===== config.mk =====
export PLATFORM = sky130hd
export DESIGN_NAME = idex_hazard_reg
export DESIGN_NICKNAME = d
export VERILOG_FILES = /design/src/rtl/idex_hazard_reg.sv
export SDC_FILE = /design/constraint.sdc
export NUM_CORES = 1
export LEC_CHECK = 0
export BUFFER_PORTS_ARGS = -buffer_cell sky130_fd_sc_hd__buf_2
export CORE_UTILIZATION = 38
export CTS_BUF_LIST = sky130_fd_sc_hd__clkbuf_2 sky130_fd_sc_hd__clkbuf_4 sky130_fd_sc_hd__clkbuf_8
export DETAILED_ROUTE_END_ITERATION = 6
export PLACE_DENSITY = 0.76
export SLEW_MARGIN = 20
export SYNTH_ARGS = -nofsm -noshare
export SYNTH_HDL_FRONTEND = slang
export SYNTH_SLANG_ARGS = --single-unit

===== constraint.sdc =====
create_clock -name clock -period 4.91 [get_ports clock]
set_clock_uncertainty 0.05 [all_clocks]
set_input_delay 0.491 -clock clock [delete_from_list [all_inputs] [get_ports clock]]
set_output_delay 0.491 -clock clock [all_outputs]
set_load 0.01 [all_outputs]

===== src/rtl/idex_hazard_reg.sv =====
// ID/EX pipeline register with load-use hazard detection.
// Captures decoded operands and control from ID, inserts one bubble on a
// load-use dependency, freezes on data-cache stall, squashes on flush, and
// keeps a saturating count of inserted load-use bubbles.
module idex_hazard_reg #(
    parameter int DATA_W = 32,
    parameter int CNT_W  = 16
) (
    input  logic              clock,
    input  logic              reset,
    input  logic [DATA_W-1:0] ifid_pc,
    input  logic [DATA_W-1:0] ifid_rdata1,
    input  logic [DATA_W-1:0] ifid_rdata2,
    input  logic [DATA_W-1:0] ifid_imm,
    input  logic [4:0]        ifid_rs1,
    input  logic [4:0]        ifid_rs2,
    input  logic [4:0]        ifid_rd,
    input  logic              ifid_uses_rs1,
    input  logic              ifid_uses_rs2,
    input  logic [7:0]        ifid_ctrl,
    input  logic              ifid_valid,
    input  logic              mem_stall,
    input  logic              flush,
    output logic [DATA_W-1:0] idex_pc,
    output logic [DATA_W-1:0] idex_rdata1,
    output logic [DATA_W-1:0] idex_rdata2,
    output logic [DATA_W-1:0] idex_imm,
    output logic [4:0]        idex_rs1,
    output logic [4:0]        idex_rs2,
    output logic [4:0]        idex_rd,
    output logic              idex_regwrite,
    output logic              idex_memread,
    output logic              idex_memwrite,
    output logic              idex_memtoreg,
    output logic              idex_alusrc,
    output logic              idex_branch,
    output logic [1:0]        idex_aluop,
    output logic              idex_valid,
    output logic              pc_write,
    output logic              ifid_write,
    output logic [CNT_W-1:0]  bubble_count
);

    typedef enum logic [1:0] {
        ACT_LOAD   = 2'd0,
        ACT_BUBBLE = 2'd1,
        ACT_HOLD   = 2'd2
    } action_t;

    logic [DATA_W-1:0] r_pc;
    logic [DATA_W-1:0] r_rdata1;
    logic [DATA_W-1:0] r_rdata2;
    logic [DATA_W-1:0] r_imm;
    logic [4:0]        r_rs1;
    logic [4:0]        r_rs2;
    logic [4:0]        r_rd;
    logic [7:0]        r_ctrl;
    logic              r_valid;
    logic [CNT_W-1:0]  r_bubble_count;

    logic              w_lu;
    logic              w_src_match;
    logic              w_front_en;
    logic              w_count_inc;
    action_t           w_action;

    // Load-use detection: EX holds a valid load whose rd feeds an ID source.
    always_comb begin
        w_src_match = (ifid_uses_rs1 && (r_rd == ifid_rs1)) ||
                      (ifid_uses_rs2 && (r_rd == ifid_rs2));
        w_lu        = r_valid && r_ctrl[6] && (r_rd != 5'd0) &&
                      ifid_valid && w_src_match;
    end

    // Per-cycle action select in priority order: stall, flush, load-use, load.
    always_comb begin
        w_action    = ACT_LOAD;
        w_front_en  = 1'b1;
        w_count_inc = 1'b0;
        if (mem_stall) begin
            w_action   = ACT_HOLD;
            w_front_en = 1'b0;
        end else if (flush) begin
            w_action   = ACT_BUBBLE;
        end else if (w_lu) begin
            w_action    = ACT_BUBBLE;
            w_front_en  = 1'b0;
            w_count_inc = 1'b1;
        end
    end

    // Pipeline register update.
    always_ff @(posedge clock or posedge reset) begin
        if (reset) begin
            r_pc     <= '0;
            r_rdata1 <= '0;
            r_rdata2 <= '0;
            r_imm    <= '0;
            r_rs1    <= '0;
            r_rs2    <= '0;
            r_rd     <= '0;
            r_ctrl   <= '0;
            r_valid  <= 1'b0;
        end else begin
            case (w_action)
                ACT_LOAD: begin
                    r_pc     <= ifid_pc;
                    r_rdata1 <= ifid_rdata1;
                    r_rdata2 <= ifid_rdata2;
                    r_imm    <= ifid_imm;
                    r_rs1    <= ifid_rs1;
                    r_rs2    <= ifid_rs2;
                    r_rd     <= ifid_rd;
                    r_ctrl   <= ifid_ctrl;
                    r_valid  <= ifid_valid;
                end
                ACT_BUBBLE: begin
                    r_pc     <= '0;
                    r_rdata1 <= '0;
                    r_rdata2 <= '0;
                    r_imm    <= '0;
                    r_rs1    <= '0;
                    r_rs2    <= '0;
                    r_rd     <= '0;
                    r_ctrl   <= '0;
                    r_valid  <= 1'b0;
                end
                default: begin
                    r_pc     <= r_pc;
                    r_rdata1 <= r_rdata1;
                    r_rdata2 <= r_rdata2;
                    r_imm    <= r_imm;
                    r_rs1    <= r_rs1;
                    r_rs2    <= r_rs2;
                    r_rd     <= r_rd;
                    r_ctrl   <= r_ctrl;
                    r_valid  <= r_valid;
                end
            endcase
        end
    end

    // Saturating count of load-use bubbles only.
    always_ff @(posedge clock or posedge reset) begin
        if (reset) begin
            r_bubble_count <= '0;
        end else if (w_count_inc && (r_bubble_count != '1)) begin
            r_bubble_count <= r_bubble_count + CNT_W'(1);
        end
    end

    assign pc_write      = w_front_en;
    assign ifid_write    = w_front_en;

    assign idex_pc       = r_pc;
    assign idex_rdata1   = r_rdata1;
    assign idex_rdata2   = r_rdata2;
    assign idex_imm      = r_imm;
    assign idex_rs1      = r_rs1;
    assign idex_rs2      = r_rs2;
    assign idex_rd       = r_rd;
    assign idex_regwrite = r_ctrl[7];
    assign idex_memread  = r_ctrl[6];
    assign idex_memwrite = r_ctrl[5];
    assign idex_memtoreg = r_ctrl[4];
    assign idex_alusrc   = r_ctrl[3];
    assign idex_branch   = r_ctrl[2];
    assign idex_aluop    = r_ctrl[1:0];
    assign idex_valid    = r_valid;
    assign bubble_count  = r_bubble_count;

endmodule


# == After elaboration in Yosys (flattened, before gate mapping) ==
# Cells that the tools add are included.
# classes
magnitude_cmp,0
mul,0
n_shift,0
muxes,18
n_div,0
addsub,1
reduce_logical,11
n_bitwise,0
n_eq_ne,4
# ops
op,n
one-hot mux 32 bit (2 select lines),4
one-hot mux 5 bit (2 select lines),3
"adder 16 x 1 -> 16 bit, second input constant",1
"!= test 16 bit, second input constant",1
one-hot mux 8 bit (2 select lines),1
equality test 5 bit,2
two-way mux 1 bit,8
logical AND 1 bit,7
nonzero test 5 bit,1
"equality test 2 x 1 -> 1 bit, second input constant",1
logical NOT 2 bit,1
two-way mux 2 bit,1
one-hot mux 1 bit (2 select lines),1
nonzero test 2 bit,1
logical OR 1 bit,1
# word_totals
mem_bits_rw,0
reg_bits,168
romBits,0
wordCells,44
latch_bits,0
mem_count,0
out_inout_bits,170

# == Longest topological paths before layout ==
# Gate-level depths: netlist of run 1.
# depth
depth_word,9
mapped_depth,9

# == Worst setup path before layout of run 1 ==
# No wires, ideal clock.
# synth_timing
kind,register -> output
start,reg r_rd[0] (netlist: idex_rd[0])
end,out pc_write
required_ns,4.369
n_path_buf,3
arrival_time_ns,1.782
path_stages_with_launch,9
path_slack_ns,2.587
path_cell_list,dfrtp_1 > xnor2_1 > nand4_1 > o22ai_1 > and2_1 > buf_2 > clkbuf_1 > a21oi_1 > buf_4
# synth_via
elab_chain_cells,7
word_cells_on_any_way,12
cone_classes,2 x eq/ne; 3 x mux; 7 x reduce/logical
# synth_lines
element,line,rtl
start: declaration,56,logic [4:0] r_rd;
start signal: assignment,113,r_rd <= ifid_rd;
start signal: assignment,135,r_rd <= r_rd;
equality test 5 bit (tied with other cells),69,w_src_match = (ifid_uses_rs1 && (r_rd == ifid_rs1)) ||
logical AND 1 bit (on tied branches),"69, 70, 71",
logical OR 1 bit or logical AND 1 bit (tied branches),"69, 71",
logical AND 1 bit (*),72,ifid_valid && w_src_match;
two-way mux 1 bit (*),85,end else if (w_lu) begin
two-way mux 1 bit (*),83,end else if (flush) begin
two-way mux 1 bit (*),80,if (mem_stall) begin
end: declaration,39,"output logic pc_write,"
# Every way passes the cells marked *; elsewhere a longest branch is shown, timed or not.

# == Worst setup path after layout of run 1 ==
# Same ends and word-level chain as after synthesis.

==> results of run 1 <==
==> layout by cell type (no fill, tap or decap), types with 2 or more instances in the layout <==
master                         n
sky130_fd_sc_hd__nor3_1        4
sky130_fd_sc_hd__a21oi_1       2
sky130_fd_sc_hd__nand3_1      12
sky130_fd_sc_hd__clkbuf_8     21
sky130_fd_sc_hd__a22o_1      152
sky130_fd_sc_hd__buf_4         4
sky130_fd_sc_hd__and3_1        6
sky130_fd_sc_hd__clkbuf_4      2
sky130_fd_sc_hd__clkinv_2      2
sky130_fd_sc_hd__dfrtp_1     168
sky130_fd_sc_hd__nand4_1       6
sky130_fd_sc_hd__xnor2_1      23
sky130_fd_sc_hd__clkinvlp_4    4
sky130_fd_sc_hd__buf_2       326
sky130_fd_sc_hd__nand2_1       7
sky130_fd_sc_hd__inv_6         2
sky130_fd_sc_hd__inv_1         3
sky130_fd_sc_hd__xor2_1        2
sky130_fd_sc_hd__nor2_1        5
==> metal layers <==
layer  part of all wire, %  GRT usage (%)  vias up
met3                   7.0          5.986       18
met1                    41          24.41     2499
li1                      -              -     2275
met5                     0              0        -
met4                   1.5          7.798        0
met2                    51          31.96      212
==> Yosys cell counts, drive strengths merged, types with 2 or more instances <==
library cell,n
a21oi,2
a22o,152
and3,6
buf,16
clkbuf,21
dfrtp,168
inv,4
nand2,7
nand3,12
nand4,6
nor2,5
nor3,5
xnor2,23
xor2,2
==> area by class of cell <==
class / count / area (um^2) / share of cell area, %
clock buffer: 23 / 304.0 / 3.613
sequential: 168 / 4204 / 49.96
tap: 216 / 270.3 / 3.211
timing repair buffer: 332 / 1693 / 20.12
clock inverter: 9 / 88.84 / 1.056
multi-input combinational: 227 / 1837 / 21.83
inverter: 4 / 18.77 / 0.2230
==> cells by family after synthesis <==
kind of cell    after synthesis  share of synthesized area (%)
xor+xnor                     25                          3.520
compound gates              155                          21.67
simple gates                 45                          3.964
flops                       168                          67.59
fa+ha+maj                     1                         0.2011
buf+inv                      41                          2.877
mux                           1                         0.1810
==> sequential cells by signal, summed over array words and instances, names as in the netlist <==
| name | flops |
|---|---|
| idex_valid | 1 |
| r_ctrl | 8 |
| idex_imm | 32 |
| idex_rdata2 | 32 |
| bubble_count | 16 |
| idex_pc | 32 |
| idex_rs2 | 5 |
| idex_rd | 5 |
| idex_rdata1 | 32 |
| idex_rs1 | 5 |
==> report_power, final <==
| part | leakage (nW) | total, mW | switching, mW | internal, mW |
|---|---|---|---|---|
| sequential | 2.20 | 1.54 | 0.0578 | 1.48 |
| clock | 0.196 | 0.965 | 0.495 | 0.469 |
| combinational | 2.23 | 0.403 | 0.209 | 0.194 |
==> worst max-delay path: stages, from the launching register on <==
cell                      delay [ns]
sky130_fd_sc_hd__dfrtp_1        0.45
sky130_fd_sc_hd__xnor2_1        0.19
sky130_fd_sc_hd__nand4_1        0.12
sky130_fd_sc_hd__o22ai_1        0.24
sky130_fd_sc_hd__and2_1         0.53
sky130_fd_sc_hd__a21oi_1        0.19
sky130_fd_sc_hd__buf_2          0.19
==> per-stage QoR <==
stage          setup WS, ns  util [%]  hold WS, ns
6_report              2.017     52.79       0.2079
4_1_cts               1.925     52.76       0.1596
3_5_place_dp          2.044     50.30       0.4363
3_3_place_gp          2.076     50.30       0.4307
2_1_floorplan         2.228         -       0.4692
5_1_grt               1.744     52.79       0.1617
==> path summary, 6_finish.rpt <==
path	startpoint	endpoint	cells past startpoint	slack (ns)
max reg2reg	idex_rd[0]$_DFFE_PP0P_	idex_rdata1[21]$_DFFE_PP0P_	7	2.37
min reg2reg	idex_rdata1[22]$_DFFE_PP0P_	idex_rdata1[22]$_DFFE_PP0P_	1	0.45
max in group asynchronous	reset	idex_pc[27]$_DFFE_PP0P_	3	3.90
max	idex_rd[0]$_DFFE_PP0P_	pc_write	6	2.02
min in group asynchronous	reset	idex_rdata2[29]$_DFFE_PP0P_	3	0.25
min	ifid_imm[16]	idex_imm[16]$_DFFE_PP0P_	2	0.21
==> results.md, run 1 <==
- Entering global routing, the biggest net connects 169 pins.
- Counting flops and latches in the post-synthesis netlist gives 168.
- The number of iterations in the first detailed-routing pass is 5.
- The global-route usage over all layers is 19.61%.
- The data required time at the worst endpoint is 4.37 ns.
- Setup repair after global routing left no endpoint under its margin.
- The number of max-slew violations in the final report was 0.
- The flip-flop cell with the highest count after synthesis is sky130_fd_sc_hd__dfrtp_1.
- For this design the static power due to leakage is 4.625 nW.
- The final total negative setup slack is 0 ns.
- The post-route netlist has 48.10% of its cells at a drive strength greater than 1.
- The run finished with clean final reports.
- The tree is rooted in a sky130_fd_sc_hd__clkbuf_8.
- The Yosys step of the flow raised 0 warnings.
- Synthesis instantiated 23 different standard cells from the library.
- At the worst endpoint, the arrival time is 2.35 ns.
- The layout has 1409 filler cells.
- The post-synthesis sequential area ratio is 67.59%.
- The total CTS buffers is 17.
- In this run the post-CTS setup repair buffer count came out at 0.
- Once detail routing completed, the nets flagged for antenna violations numbered 0.
- Based on the critical path, the design can be clocked at up to 0.3457 GHz.
- The first-pass GRT wire length is 25170 um.
- The number of hold violations in the final report is 0.
- The category of the most critical setup path is flip-flop to primary output.
- The starting utilization of the core area is 39.01%.
- The final standard cell area without fillers is 0.008416 mm^2.
- The setup-violating endpoint count in the final report is 0.
- The clock latency at the later pin of the worst-skew pair is 0.44 ns.
- The height of the chip is 129.9 um.
- The post-detailed-route DRC marker count is 0.
- The repair_antennas step left the layout with diodes totalling 0.
- Max-cap violations in this run came to 0.
- STA classifies the critical path endpoint as a primary output.
- The core outline area is 0.01594 mm^2.
- The CTS tree is yes.
- In this run, synthesis inferred 0 flip-flops with an integrated enable.
- The number of sinks on the clock net is 168.
- The weighted congestion reported at the end of routability-driven placement is 0.7796.
- The first routing iteration left 224 violations.
- The number of vias per cell after detailed routing is 5.111.
- Power spread over the standard cell area amounts to 345.1 mW/mm^2.
- The share of the clock period used by the worst path is 58.92%.
- The synthesized area per cell is 14.27 um^2.
- Measured along the x axis, the die boundary spans 129.9 um.
- The final total power is 2.904 mW.
- The via total after detailed routing is 5004.
- After technology mapping, the gate count stands at 436.
- The final layout net count is 909.
- After clock tree synthesis, the clock-pin slew on the worst setup and hold paths is 0.09 ns.
- Once the clock tree was built, the resizer swapped 0 gates to a different size.
- The number of global-route vias before repair was 4834.
- The initialized floorplan defines 46 standard-cell rows.
- In this run the worst path has a maximum fanout of 16.
- The area of the mapped netlist is 0.006220 mm^2.
- The total global routing overflow is 0.
- In this run the count of I/O pins placed on the die edge is 328.
- The initial antenna violation count came to 0.
- The worst setup path is launched from a flip-flop.
- The area after detailed placement is 0.008019 mm^2.
- For this run, asynchronously set or reset flops after synthesis account for 100.0%.
- The worst-case IR drop observed on VDD is 0.1614 mV.
- The count of cells in the finished layout, fillers not included, comes to 979.
- The maximum count of clock buffers along a single path is 2.
- After detailed placement, the design holds a cell count of 947.
- The detailed placer's ending HPWL is 11390 um.
- The relative slew slack is 40.40%.
- Counting I/O delays and the setup requirement, the final critical path takes 2.893 ns.
- The routed design has 16510 um of wire.
- The worst hold path class is input pin to flip-flop.
- The share of the synthesized area in the top cell type is 67.59%.
- The leading area contributor after synthesis is sky130_fd_sc_hd__dfrtp_1.
- In this run, post-CTS hold repair placed 0 buffers.
- After detailed routing, the average wire length per cell comes to 16.86 um.
- The area growth from synthesis to layout is 35.30%.
- During placement, the flow inserted port buffers numbering 327.
- The pin slew with the least headroom to its limit is 0.8940 ns.
- Sorting the synthesized cells by area gives the leading types as sky130_fd_sc_hd__dfrtp_1, sky130_fd_sc_hd__a22o_1, sky130_fd_sc_hd__xnor2_1, sky130_fd_sc_hd__clkbuf_1, sky130_fd_sc_hd__buf_2.
- The floorplan step defined a die boundary enclosing 0.01688 mm^2.
- Synthesis produced a netlist with a net count of 595.
- The number of H-tree levels is 4.
(Power assumes the default switching activity.)
==> run 2, diff against run 1 <==
Settings changed: PLACE_DENSITY 0.76 to 0.73.
Clock period 4.91 ns to 3.01 ns, I/O delays scaled along.
==> run 2 against run 1 <==
Compared with the run above: total power rose by 71%; utilization rose by 8.9 points; largest cell class unchanged; wire length rose by 16%; sequential power rose by 63%; cell area rose by 17%; critical path depth rose by 1; global-route usage rose by 3.4 points; via count rose by 12%; cell count rose by 15%.
==> results.md, run 2 (synthesized netlist as in run 1, its figures left out) <==
- The number of sinks on the clock net is 168 (unchanged).
- The post-detailed-route DRC marker count came to 0 (unchanged).
- The run finished with clean final reports.
- The total CTS buffers is 17 (unchanged).
- The setup-violating endpoint count in the final report came to 0 (unchanged).
- In the layout the commonest cells are sky130_fd_sc_hd__buf_2, sky130_fd_sc_hd__dfrtp_1, sky130_fd_sc_hd__a22o_1.
- The core outline area is 0.01594 mm^2 (unchanged).
- The count of antenna diodes in the layout is 0 (unchanged).
- The power dissipated by switching net loads came to 1.340 mW (+76%).
- The arrival time at the worst endpoint is 2.23 ns (-0.12 ns).
- The CTS clock-pin slew for the worst setup and hold paths was 0.09 ns (about the same).
- The maximum single-stage delay on the critical path is 0.46 ns (-0.07 ns).
- Walking the worst path, the cells encountered are xnor2_1 -> nand4_1 -> o22ai_1 -> and2_1 -> buf_4 -> a21oi_1 -> buf_2.
- The starting utilization of the core area is 39.01% (unchanged).
- The endpoint kind of the worst setup timing path is a primary output.
- The terminating pin of the worst hold path is idex_rdata2[27]$_DFFE_PP0P_.
- The number of violations of the max-capacitance limit came to 0 (unchanged).
- The number of buffers added for setup after CTS came to 0 (unchanged).
- The final standard cell area without fillers is 0.009838 mm^2 (+17%).
- TritonCTS built the clock tree.
- Derived from the worst setup path, the maximum achievable clock frequency is 0.3873 GHz.
- The most common library cell in the layout ignoring fill and taps is sky130_fd_sc_hd__buf_2.
- The internal power summed over all cells is 3.631 mW (+70%).
- The top-level port count was 328 (unchanged).
- The global-route usage over all layers is 23.03% (+3.4 points).
- The path depth of the worst reg2reg path was 8 (+1).
- The largest delay contributor family on the critical path is flip-flops.
- The endpoint identified for the worst register-to-register timing path is bubble_count[7]$_DFFE_PP0P_.
- The switching share of power is 26.96% (+0.72 points).
- The first-pass GRT wire length came to 29590 um (+18%).
- The number of hold violations in the final report came to 0 (unchanged).
- The buffer type at the clock tree root is sky130_fd_sc_hd__clkbuf_8.
- The total global routing overflow was 0 (unchanged).
- The power share of the sequential group was 50.5% (-2.4 points).
- The pin slew with the least headroom to its limit came to 1.012 ns (+0.1179 ns).
- The initial antenna violation count is 0 (unchanged).
- The launch point of the worst reg-to-reg path is bubble_count[0]$_DFFE_PP0P_.
- Compared with the post-synthesis result, the final layout area differs by 58.18%.
- The pin count of the biggest net entering global routing was 103 (-39%).
- The category of the most critical setup path is flip-flop to primary output.
- The final total negative setup slack is 0 ns (unchanged).
- The number of DRC markers after the initial detailed-route iteration is 287 (+28%).
- Setup repair after global routing left no endpoint under its margin.
- The overall die area is 0.01688 mm^2 (unchanged).
- The final layout net count was 1052 (+16%).
- The final critical path time including I/O delays and setup is 2.582 ns.
- The number of placement rows is 46 (unchanged).
- The relative slew slack is 32.54% (-7.9 points).
- The fraction of layout cells with a size suffix above 1 was 41.66% (-6.4 points).
- The largest fanout of any net on the critical path is 15 (-1).
- The via total after detailed routing was 5601 (+12%).
- The number of iterations in the first detailed-routing pass was 4 (-1).
- The share of the clock period used by the worst path is 85.78%.
- The leakage power of the design is 5.239 nW (+13%).
- The number of max-slew violations in the final report came to 0 (unchanged).
- The remaining number of nets flagged by the antenna check after routing is 0 (unchanged).
- In this run the most critical hold path is launched from ifid_rdata2[27].
- The final wirelength was 19220 um (+16%).
- The source of the critical timing path is idex_rd[0]$_DFFE_PP0P_.
- The area after detailed placement came to 0.008094 mm^2 (+0.94%).
- The maximum count of clock buffers along a single path is 2 (unchanged).
- On the critical path, the stage with the largest delay is an instance of sky130_fd_sc_hd__dfrtp_1.
- The share of power burned in the clock network is 33.0% (-0.2 points).
- The horizontal die dimension is 129.9 um (unchanged).
- The detailed placer's ending HPWL came to 11520 um (+1.1%).
- The number of vias per cell after detailed routing is 4.996 (-2.2%).
- The peak ir drop on the vdd network was 0.2615 mV (+62%).
- The number of cells on the worst hold path is 2 (unchanged).
- The clock latency at the later pin of the worst-skew pair came to 0.44 ns (about the same).
- The number of buffer and inverter stages on the critical path was 2 (+1).
- The power density of the placed cells is 505.3 mW/mm^2 (+46%).
- The final core area utilization is 61.71% (+8.9 points).
- The number of global-route vias before repair is 5720 (+18%).
- The data required time at the worst endpoint is 2.66 ns (-1.71 ns).
- The combinational share of power is 16.5% (+2.6 points).
- The kind of start point of the critical path is a flip-flop.
- The mean routed wirelength per cell is 17.14 um (+1.7%).
- The count of buffers inserted at the top-level ports is 327 (unchanged).
- The worst hold path class is input pin to flip-flop.
- The height of the chip is 129.9 um (unchanged).
- The number of H-tree levels is 4 (unchanged).
- The weighted congestion reported at the end of routability-driven placement is 0.7984 (+2.4%).
- The flop-to-flop setup slack came to 0.52 ns (-1.85 ns).
## run 2: changes by cell type in the layout (fill, tap and decap cells not counted)
cell                            delta
sky130_fd_sc_hd__buf_16            +1
sky130_fd_sc_hd__inv_6             +2
sky130_fd_sc_hd__bufinv_16         +1
sky130_fd_sc_hd__buf_6             -1
sky130_fd_sc_hd__clkbuf_8          -3
sky130_fd_sc_hd__clkinvlp_4        -1
sky130_fd_sc_hd__clkbuf_4          -1
sky130_fd_sc_hd__dlygate4sd3_1   +132
sky130_fd_sc_hd__buf_4            +11
sky130_fd_sc_hd__inv_8             +1
## run 2: stage by stage
stage / total power, mW / instances / hold WS (ns) / setup WS, ns
2_1_floorplan: 2.875 / 436 / 0.3796 / 0.5183
3_3_place_gp: 3.210 / 957 / 0.4334 / 0.7096
3_5_place_dp: 3.221 / 957 / 0.4363 / 0.6272
4_1_cts: 4.992 / 1119 / 0.001575 / 0.3783
5_1_grt: 5.187 / 1121 / 0.004103 / 0.2614
6_report: 4.971 / 1121 / 0.03743 / 0.4279
## run 2: final cells by class
class                           instances  area, um^2
Clock inverter                         12       140.1
Inverter                                4       18.77
Fill cell                            1177        6105
Timing Repair Buffer                  475        3113
Clock buffer                           19       255.2
Sequential cell                       168        4204
Tap cell                              216       270.3
Multi-Input combinational cell        227        1837
## run 2: per-layer routing
| metal | global-route usage [%] | share of wire, % | up-vias | wire length (um) |
|---|---|---|---|---|
| met2 | 38.13 | 50 | 262 | 9572 |
| met4 | 10.60 | 2.6 | 0 | 509 |
| met1 | 28.29 | 41 | 2737 | 7915 |
| met5 | 0 | 0 | - | 0 |
| met3 | 6.027 | 6.4 | 39 | 1222 |
| li1 | - | - | 2563 | - |
## run 2: worst register-to-register path, stage by stage (launching register included)
cell	delay [ns]
sky130_fd_sc_hd__dfrtp_1	0.43
sky130_fd_sc_hd__ha_1	0.23
sky130_fd_sc_hd__and3_1	0.21
sky130_fd_sc_hd__nand3_1	0.20
sky130_fd_sc_hd__nor4_1	0.08
sky130_fd_sc_hd__nor3_1	0.59
sky130_fd_sc_hd__buf_4	0.28
sky130_fd_sc_hd__nand4_1	0.14
sky130_fd_sc_hd__xnor2_1	0.17
## run 2: how the worst max path moves through the flow
stage               slack (ns)                           to  cells after the start
floorplan                 0.52  bubble_count[0]$_DFFE_PP0P_                      1
global placement          0.71     idex_imm[22]$_DFFE_PP0P_                      7
detailed placement        0.63  bubble_count[7]$_DFFE_PP0P_                      8
CTS                       0.38                     pc_write                      7
global route              0.26                   ifid_write                      7
finish                    0.43                     pc_write                      7
## run 2: power groups by stage
stage / Combinational [mW] / Sequential [mW] / Clock, mW
6_report: 0.821 / 2.51 / 1.64
5_1_grt: 0.890 / 2.53 / 1.77
4_1_cts: 0.810 / 2.50 / 1.68
3_5_place_dp: 0.679 / 2.54 / 0
3_3_place_gp: 0.666 / 2.54 / 0
2_1_floorplan: 0.256 / 2.62 / 0
## run 2: what timing repair did
item,in CTS,in global routing
setup endpoints to repair,0,0
hold buffers,131,1
resized for setup,0,0
hold endpoints to repair,131,18
